--- src/rtl/fetch_pc_unit_pkg.sv ---
// Shared definitions for the fetch/PC unit: FSM state encodings and RV32I constants.
package fetch_pc_unit_pkg;

  typedef enum logic [1:0] {
    S_IDLE = 2'd0,
    S_REQ  = 2'd1,
    S_HOLD = 2'd2,
    S_TRAP = 2'd3
  } fetch_state_e;

  localparam int          IR_W       = 32;
  localparam logic [31:0] RV_NOP_IR  = 32'h00000013;
  localparam logic [6:0]  OPC_BRANCH = 7'b1100011;

  // Debug helper: flags conditional-branch opcodes in a held instruction word.
  function automatic logic is_branch(input logic [IR_W-1:0] ir);
    return ir[6:0] == OPC_BRANCH;
  endfunction

endpackage

--- src/rtl/fetch_pc_unit_pc_next_sel.sv ---
// Next-PC selection: branch/jump target or sequential PC+4, plus redirect alignment check.
module fetch_pc_unit_pc_next_sel
  import fetch_pc_unit_pkg::*;
#(
  parameter int PC_W = 8
) (
  input  logic [PC_W-1:0] pc_i,
  input  logic            br_valid_i,
  input  logic [31:0]     pcbr_i,
  output logic [PC_W-1:0] next_pc_o,
  output logic            misalign_o
);

  logic [PC_W-1:0] target;
  logic            unused_pcbr_hi;

  // Only the low PC_W bits of the redirect address are meaningful; the rest is dropped silently.
  assign target         = pcbr_i[PC_W-1:0];
  assign unused_pcbr_hi = &{1'b0, pcbr_i[31:PC_W]};

  always_comb begin
    next_pc_o  = pc_i + PC_W'(4);
    misalign_o = 1'b0;
    if (br_valid_i) begin
      next_pc_o  = target;
      misalign_o = (target[1:0] != 2'b00);
    end
  end

endmodule

--- src/rtl/fetch_pc_unit.sv ---
// Non-pipelined fetch unit: owns the PC, fetches one instruction over req/ack and holds it until execute accepts.
module fetch_pc_unit
  import fetch_pc_unit_pkg::*;
#(
  parameter int               PC_W     = 8,
  parameter logic [PC_W-1:0]  RESET_PC = 8'h00,
  parameter logic [31:0]      NOP_IR   = RV_NOP_IR
) (
  input  logic            iCLK,
  input  logic            iRST,
  output logic            oIMEM_REQ,
  output logic [PC_W-1:0] oIMEM_ADDR,
  input  logic            iIMEM_ACK,
  input  logic [31:0]     iIMEM_DATA,
  output logic [31:0]     oIR,
  output logic [PC_W-1:0] oPC,
  output logic            oIR_VALID,
  input  logic            iIR_READY,
  input  logic            iBR_VALID,
  input  logic [31:0]     iPCBR,
  output logic            oMISALIGN,
  output logic [31:0]     oRETIRED
);

  fetch_state_e    state_q, state_d;
  logic [PC_W-1:0] pc_q, pc_d;
  logic [31:0]     ir_q, ir_d;
  logic            ir_valid_q, ir_valid_d;
  logic            req_q, req_d;
  logic            misalign_q, misalign_d;
  logic [31:0]     retired_q, retired_d;

  logic            accept;
  logic [PC_W-1:0] next_pc;
  logic            next_misalign;

  fetch_pc_unit_pc_next_sel #(
    .PC_W (PC_W)
  ) u_pc_next_sel (
    .pc_i       (pc_q),
    .br_valid_i (iBR_VALID),
    .pcbr_i     (iPCBR),
    .next_pc_o  (next_pc),
    .misalign_o (next_misalign)
  );

  assign accept = (state_q == S_HOLD) && ir_valid_q && iIR_READY;

  always_comb begin
    state_d    = state_q;
    pc_d       = pc_q;
    ir_d       = ir_q;
    ir_valid_d = ir_valid_q;
    misalign_d = misalign_q;
    retired_d  = retired_q;

    unique case (state_q)
      S_IDLE: state_d = S_REQ;
      S_REQ: begin
        if (iIMEM_ACK) begin
          ir_d       = iIMEM_DATA;
          ir_valid_d = 1'b1;
          state_d    = S_HOLD;
        end
      end
      S_HOLD: begin
        if (accept) begin
          retired_d  = retired_q + 32'd1;
          ir_d       = NOP_IR;
          ir_valid_d = 1'b0;
          // A misaligned redirect still retires the instruction but parks the unit; PC keeps the faulting PC.
          if (next_misalign) begin
            misalign_d = 1'b1;
            state_d    = S_TRAP;
          end else begin
            pc_d    = next_pc;
            state_d = S_REQ;
          end
        end
      end
      S_TRAP: state_d = S_TRAP;
      default: state_d = S_IDLE;
    endcase

    req_d = (state_d == S_REQ);
  end

  always_ff @(posedge iCLK) begin
    if (iRST) begin
      state_q    <= S_IDLE;
      pc_q       <= RESET_PC;
      ir_q       <= NOP_IR;
      ir_valid_q <= 1'b0;
      req_q      <= 1'b0;
      misalign_q <= 1'b0;
      retired_q  <= 32'd0;
    end else begin
      state_q    <= state_d;
      pc_q       <= pc_d;
      ir_q       <= ir_d;
      ir_valid_q <= ir_valid_d;
      req_q      <= req_d;
      misalign_q <= misalign_d;
      retired_q  <= retired_d;
    end
  end

  assign oIMEM_REQ  = req_q;
  assign oIMEM_ADDR = pc_q;
  assign oPC        = pc_q;
  assign oIR        = ir_q;
  assign oIR_VALID  = ir_valid_q;
  assign oMISALIGN  = misalign_q;
  assign oRETIRED   = retired_q;

endmodule
--- config.mk ---
export PLATFORM = sky130hd
export DESIGN_NAME = fetch_pc_unit
export DESIGN_NICKNAME = d
export VERILOG_FILES = /design/src/rtl/fetch_pc_unit_pkg.sv /design/src/rtl/fetch_pc_unit_pc_next_sel.sv /design/src/rtl/fetch_pc_unit.sv
export SDC_FILE = /design/constraint.sdc
export NUM_CORES = 1
export LEC_CHECK = 0
export BUFFER_PORTS_ARGS = -buffer_cell sky130_fd_sc_hd__buf_2
export CORE_MARGIN = 4
export CORE_UTILIZATION = 46
export CTS_BUF_LIST = sky130_fd_sc_hd__clkbuf_16
export CTS_CLUSTER_SIZE = 30
export DETAILED_ROUTE_END_ITERATION = 8
export PLACE_DENSITY = 0.86
export SLEW_MARGIN = 40
export SYNTH_ARGS = -nofsm -noshare
export SYNTH_HDL_FRONTEND = slang
export SYNTH_HIERARCHICAL = 1
export SYNTH_SLANG_ARGS = --single-unit
--- constraint.sdc ---
create_clock -name iCLK -period 2.5 [get_ports iCLK]
set_input_delay 0 -clock iCLK [delete_from_list [all_inputs] [get_ports iCLK]]
set_output_delay 0 -clock iCLK [all_outputs]
set_load 0.005 [all_outputs]
== Word level (Yosys, flattened, before mapping) ==
Cells that the tools add are included.

* Output and inout port bits: 83
* Input bits: 69
* Bits in registers: 77

* Muxes and demuxes: 12
* $add $sub $neg: 2
* Eq/ne operators: 6
* Bitwise gates (word level): 1
* Reduce and logical (&&, ||, !) cells: 9

{| class="wikitable"
|+ Operator list
! cell !! count
|-
| two-way mux 32 bit || 2
|-
| one-hot mux 32 bit (2 select lines) || 1
|-
| adder 32 x 1 -> 32 bit (second input constant) || 1
|-
| AND reduction 3 bit || 3
|-
| adder 8 x 3 -> 8 bit (second input constant) || 1
|-
| two-way mux 8 bit || 1
|-
| one-hot mux 2 bit (4 select lines) || 1
|-
| two-way mux 2 bit || 3
|-
| equality test 2 x 1 -> 1 bit (second input constant) || 2
|-
| equality test 2 bit (second input constant) || 2
|-
| != test 2 bit (second input constant) || 2
|-
| nonzero test 2 bit || 2
|-
| two-way mux 1 bit || 3
|-
| logical AND 1 bit || 2
|-
| logical NOT 2 bit || 1
|-
| one-hot mux 1 bit (2 select lines) || 1
|-
| AND reduction 2 bit || 1
|-
| inverter 1 bit || 1
|}

== Depth between registers and ports, before layout ==
* Depth in word-level cells: 6
* Gate-level depth with buffers: 7
* Mapped depth without buffers: 6

== Modules after synthesis ==
The synthesis kept the hierarchy.

{| class="wikitable"
|+ By module, submodules not included
! module !! area each (um2) !! times used !! cells an instance !! sequential area each (um2)
|-
| fetch_pc_unit || 3096.7 || 1 || 351 || 1541.5
|-
| fetch_pc_unit_pc_next_sel || 163.9 || 1 || 26 || 0.0
|}

== Worst setup path before layout ==
OpenSTA, ideal clock, no wires.

* Kind: register to register
* Start: register retired_q[0], in the netlist oRETIRED[0]
* End: register retired_q[22], in the netlist oRETIRED[22]
* Arrival time: 1.930 ns
* Period minus slack after synthesis: 2.051 ns
* Path slack: 0.449 ns
* Required time: 2.379 ns
* Stages on the path, launching flop included: 7
* Library setup time: 0.121 ns
* Cells stage by stage: dfxtp_1 ha_1 nand2_1 or4_1 buf_2 nor4_1 mux2_2

* Cells in the longest elaborated chain, start to end: 1

{| class="wikitable"
|+ RTL lines
! what !! line !! text
|-
| from (decl) || fetch_pc_unit.sv:31 || <nowiki>logic [31:0] retired_q, retired_d;</nowiki>
|-
| from (signal assigned) || fetch_pc_unit.sv:104 || <nowiki>retired_q <= retired_d;</nowiki>
|-
| adder 32 x 1 -> 32 bit || fetch_pc_unit.sv:68 || <nowiki>retired_d = retired_q + 32'd1;</nowiki>
|}

No other way between the ends.
A chain may end at the register's enable or synchronous reset.

== Worst setup path after layout ==
* Start: register retired_q[3], in the netlist oRETIRED[3]
* End: register retired_q[29], in the netlist oRETIRED[29]

The elaborated chain is that of the path after synthesis.

==> run_results.csv <==
group,metric,value,unit
status,status,"finished clean",
die,die_width,92.2,microns
cells_and_area,n_antenna_cell,0,
routing,wl,9.55,mm
power,clock_power_share,46.5,%
die,rows,30,
timing,period_share,92.0,%
die,start_util,47.7,%
yosys,ys_ff_latch,77,
die,die_area,0.00850,sq mm
routing,wl_per_cell,15.4,microns
cts,cts.reportedPaths.clkPinSlew,0.06,ns
cts,tritoncts,"done",
yosys,yosysUniqueCellTypes,37,
timing,rsz0062_at_grt,"false",
timing,drv_slew,0,
setup_path,worst-setup-path-type,"flip-flop to flip-flop",
cells_and_area,final_layout_size_suffix_gt1_share,30.5,%
timing,fin_crit,2.30,ns
routing,drt-initial-drc-count,145,
global_routing,grt_pass1_wl,15.4,mm
setup_path,reg2reg_depth,4,
global_routing,first_global_vias,3364,
power,leakagePower,1.92,nW
power,power.switching,0.000673,W
global_routing,grt_usage,22.2,%
setup_path,reg2reg_from,"oRETIRED[3]$_SDFFE_PP0P_",
setup_path,crit_path_max_fanout,18,
yosys,syn-cell-area,0.00326,sq mm
global_routing,grt_max_degree,36,
power,power.density,627,mW/mm^2
place,place_congestion,0.800,
cells_and_area,post-route-util,66.3,%
cts,cts.sinks,77,
routing,num_vias,3439,
timing,tns,0,ns
timing,worst_slew_pin_slew,0.663,ns
cts,cts_made_buffers,9,
cells_and_area,areaGrowthSynthToFinish,39.0,%
place,portBuffers,127,
cts,cts_max_level,3,
timing,skew,0.00599,ns
global_routing,antenna_found_initial,0,
yosys,yosysWarnings,6,
timing,hold_viol,0,
yosys,netlist_instances,377,
setup_path,rr_endpoint,"oRETIRED[29]$_SDFFE_PP0P_",
timing,max_slew_margin,55.8,%
die,ios,152,
setup_path,required,2.76,ns
routing,drc,0,
routing,postRouteAntennaNets,0,
power,power.internal,0.00217,W
hold_path,worstHoldPathCells,5,
setup_path,crit_path_start_kind,"flip-flop",
power,seq_power_share,45.0,%
cts,cts_root_buffer,"clkbuf_16",
yosys,synth_seq_area_share,47.3,%
power,comb_power_share,8.5,%
power,swShare,23.7,%
hold_path,hold_path_class,"primary input to flip-flop",
timing,clock.fmax,0.435,GHz
timing,setup_viol,0,
hold_path,hold-path-endpoint,"oIMEM_ADDR[6]$_SDFFE_PP0P_",
setup_path,r2r_setup_slack,0.20,ns
cts,postCtsSetupBuffers,0,
cts,cts_hold_buf,32,
routing,dr.pass1.iters,5,
power,ir_drop,0.466,mV
cts,cts_buffer_depth,2,
setup_path,endpoint_kind,"flip-flop",
die,die_y,92.2,microns
routing,via_per_inst,5.54,
global_routing,grt_overflow_total,0,
run,drv_cap,0,
hold_path,holdCritStartpoint,"iPCBR[6]",
cells_and_area,nets,591,
place,hpwlAfterDp,5.97,mm
cts,post_cts_resize_count,0,
setup_path,arrival,2.56,ns
yosys,syn_avg_cell_area,8.65,sq um
die,core_area,0.00683,sq mm
cts,clock_insertion_delay_worst_skew,0.32,ns
yosys,synth_nets,448,
## synth_stat cells, drive strengths merged
cell	number	area [sq um]
dfxtp	77	1540
nor2	47	176
a21oi	34	170
a22oi	29	218
nand2	28	105
clkbuf	21	78.8
o21ai	20	100
or4	20	150
o31ai	15	113
buf	14	93.8
nand3	11	65.1
nand4	7	43.8
or3	7	43.8
xnor2	7	61.3
inv	5	18.8
xor2	5	43.8
mux2	4	45.0
nand2b	3	18.8
nor3	3	15.0
nor4	3	18.8
o22ai	3	18.8
and4	2	17.5
ha	2	25.0
or2	2	12.5
a31oi	1	6.26
and2	1	6.26
and3	1	6.26
and3b	1	8.76
and4b	1	10.0
nand3b	1	7.51
nand4b	1	15.0
nor2b	1	6.26
## critical path, stage by stage, from the launching register on
cell and delay, ns:
dfxtp_1 0.46, nand3_2 0.20, or4_1 0.83, or4_1 0.59
a21oi_1 0.16
## flip-flops by register name (all words and copies together) (netlist names)
register,cells
oMISALIGN,1
state_q,2
oIR,32
oIMEM_REQ,1
oIR_VALID,1
oRETIRED,32
oIMEM_ADDR,8
## worst max path at each step
stage,slack [ns],cells past startpoint,start,end
floorplan,0.45,6,oRETIRED[0]$_SDFFE_PP0P_,oRETIRED[22]$_SDFFE_PP0P_
global placement,0.34,4,oRETIRED[3]$_SDFFE_PP0P_,oRETIRED[29]$_SDFFE_PP0P_
detailed placement,0.22,4,oRETIRED[3]$_SDFFE_PP0P_,oRETIRED[25]$_SDFFE_PP0P_
CTS,0.21,4,oRETIRED[3]$_SDFFE_PP0P_,oRETIRED[29]$_SDFFE_PP0P_
global route,0.05,4,oRETIRED[3]$_SDFFE_PP0P_,oRETIRED[25]$_SDFFE_PP0P_
finish,0.20,4,oRETIRED[3]$_SDFFE_PP0P_,oRETIRED[29]$_SDFFE_PP0P_
## placed cells by master (no fill, tap or decap), drive strengths merged
master and instances:
nor2 47, buf 135, dfxtp 77, nor4 3, nand2 28, xor2 5, and2 1, and3 1
inv 9, and3b 1, and4 2, mux2 4, nor2b 1, clkinvlp 2, nor3 3, or4 20
nand3 11, o31ai 15, nand3b 1, and4b 1, xnor2 7, o21ai 20, nand4b 1, bufinv 1
clkbuf 9, or2 2, o22ai 3, a21oi 34, ha 2, a22oi 29, nand4 7, nand2b 3
or3 7, dlygate4sd3 32, a31oi 1
## cells by family after synthesis
group	count (synthesis)	synth area share (%)
compound gates	102	19.2
fa+ha+maj	2	0.767
simple gates	140	22.3
xor+xnor	12	3.22
mux	4	1.38
buf+inv	40	5.87
flops	77	47.3
## through the flow
stage               total power, W  instance area, sq um  hold slack (ns)  worst slack (ns)  cells
floorplan                  0.00141                  3260           0.0767             0.449    377
global placement           0.00149                  3910            0.242             0.337    573
detailed placement         0.00150                  3910            0.246             0.225    573
CTS                        0.00286                  4530           0.0224             0.211    621
global route               0.00293                  4530           0.0692            0.0464    621
finish                     0.00284                  4530           0.0328             0.199    621
## power by group through the flow
stage / Sequential [W] / Clock, W / Combinational, W
5_1_grt: 0.00128 / 0.00139 / 0.000264
6_report: 0.00128 / 0.00132 / 0.000241
2_1_floorplan: 0.00131 / 0 / 0.0000994
3_3_place_gp: 0.00130 / 0 / 0.000186
4_1_cts: 0.00128 / 0.00135 / 0.000234
3_5_place_dp: 0.00130 / 0 / 0.000193
## layout make-up
cell class,instances,area (sq um)
Sequential cell,77,1540
Fill cell,556,2300
Clock inverter,7,80.1
Inverter,5,18.8
Clock buffer,9,225
Multi-Input combinational cell,260,1530
Timing Repair Buffer,167,1020
Tap cell,96,120
## metal layers
layer,vias to the layer above,GRT usage [%],wire [microns]
met5,-,0,0
met4,0,12.5,325
met3,29,3.94,513
met2,140,39.4,4910
met1,1622,24.8,3800
li1,1648,-,-
No activity file was read; power rests on OpenSTA's default activity.
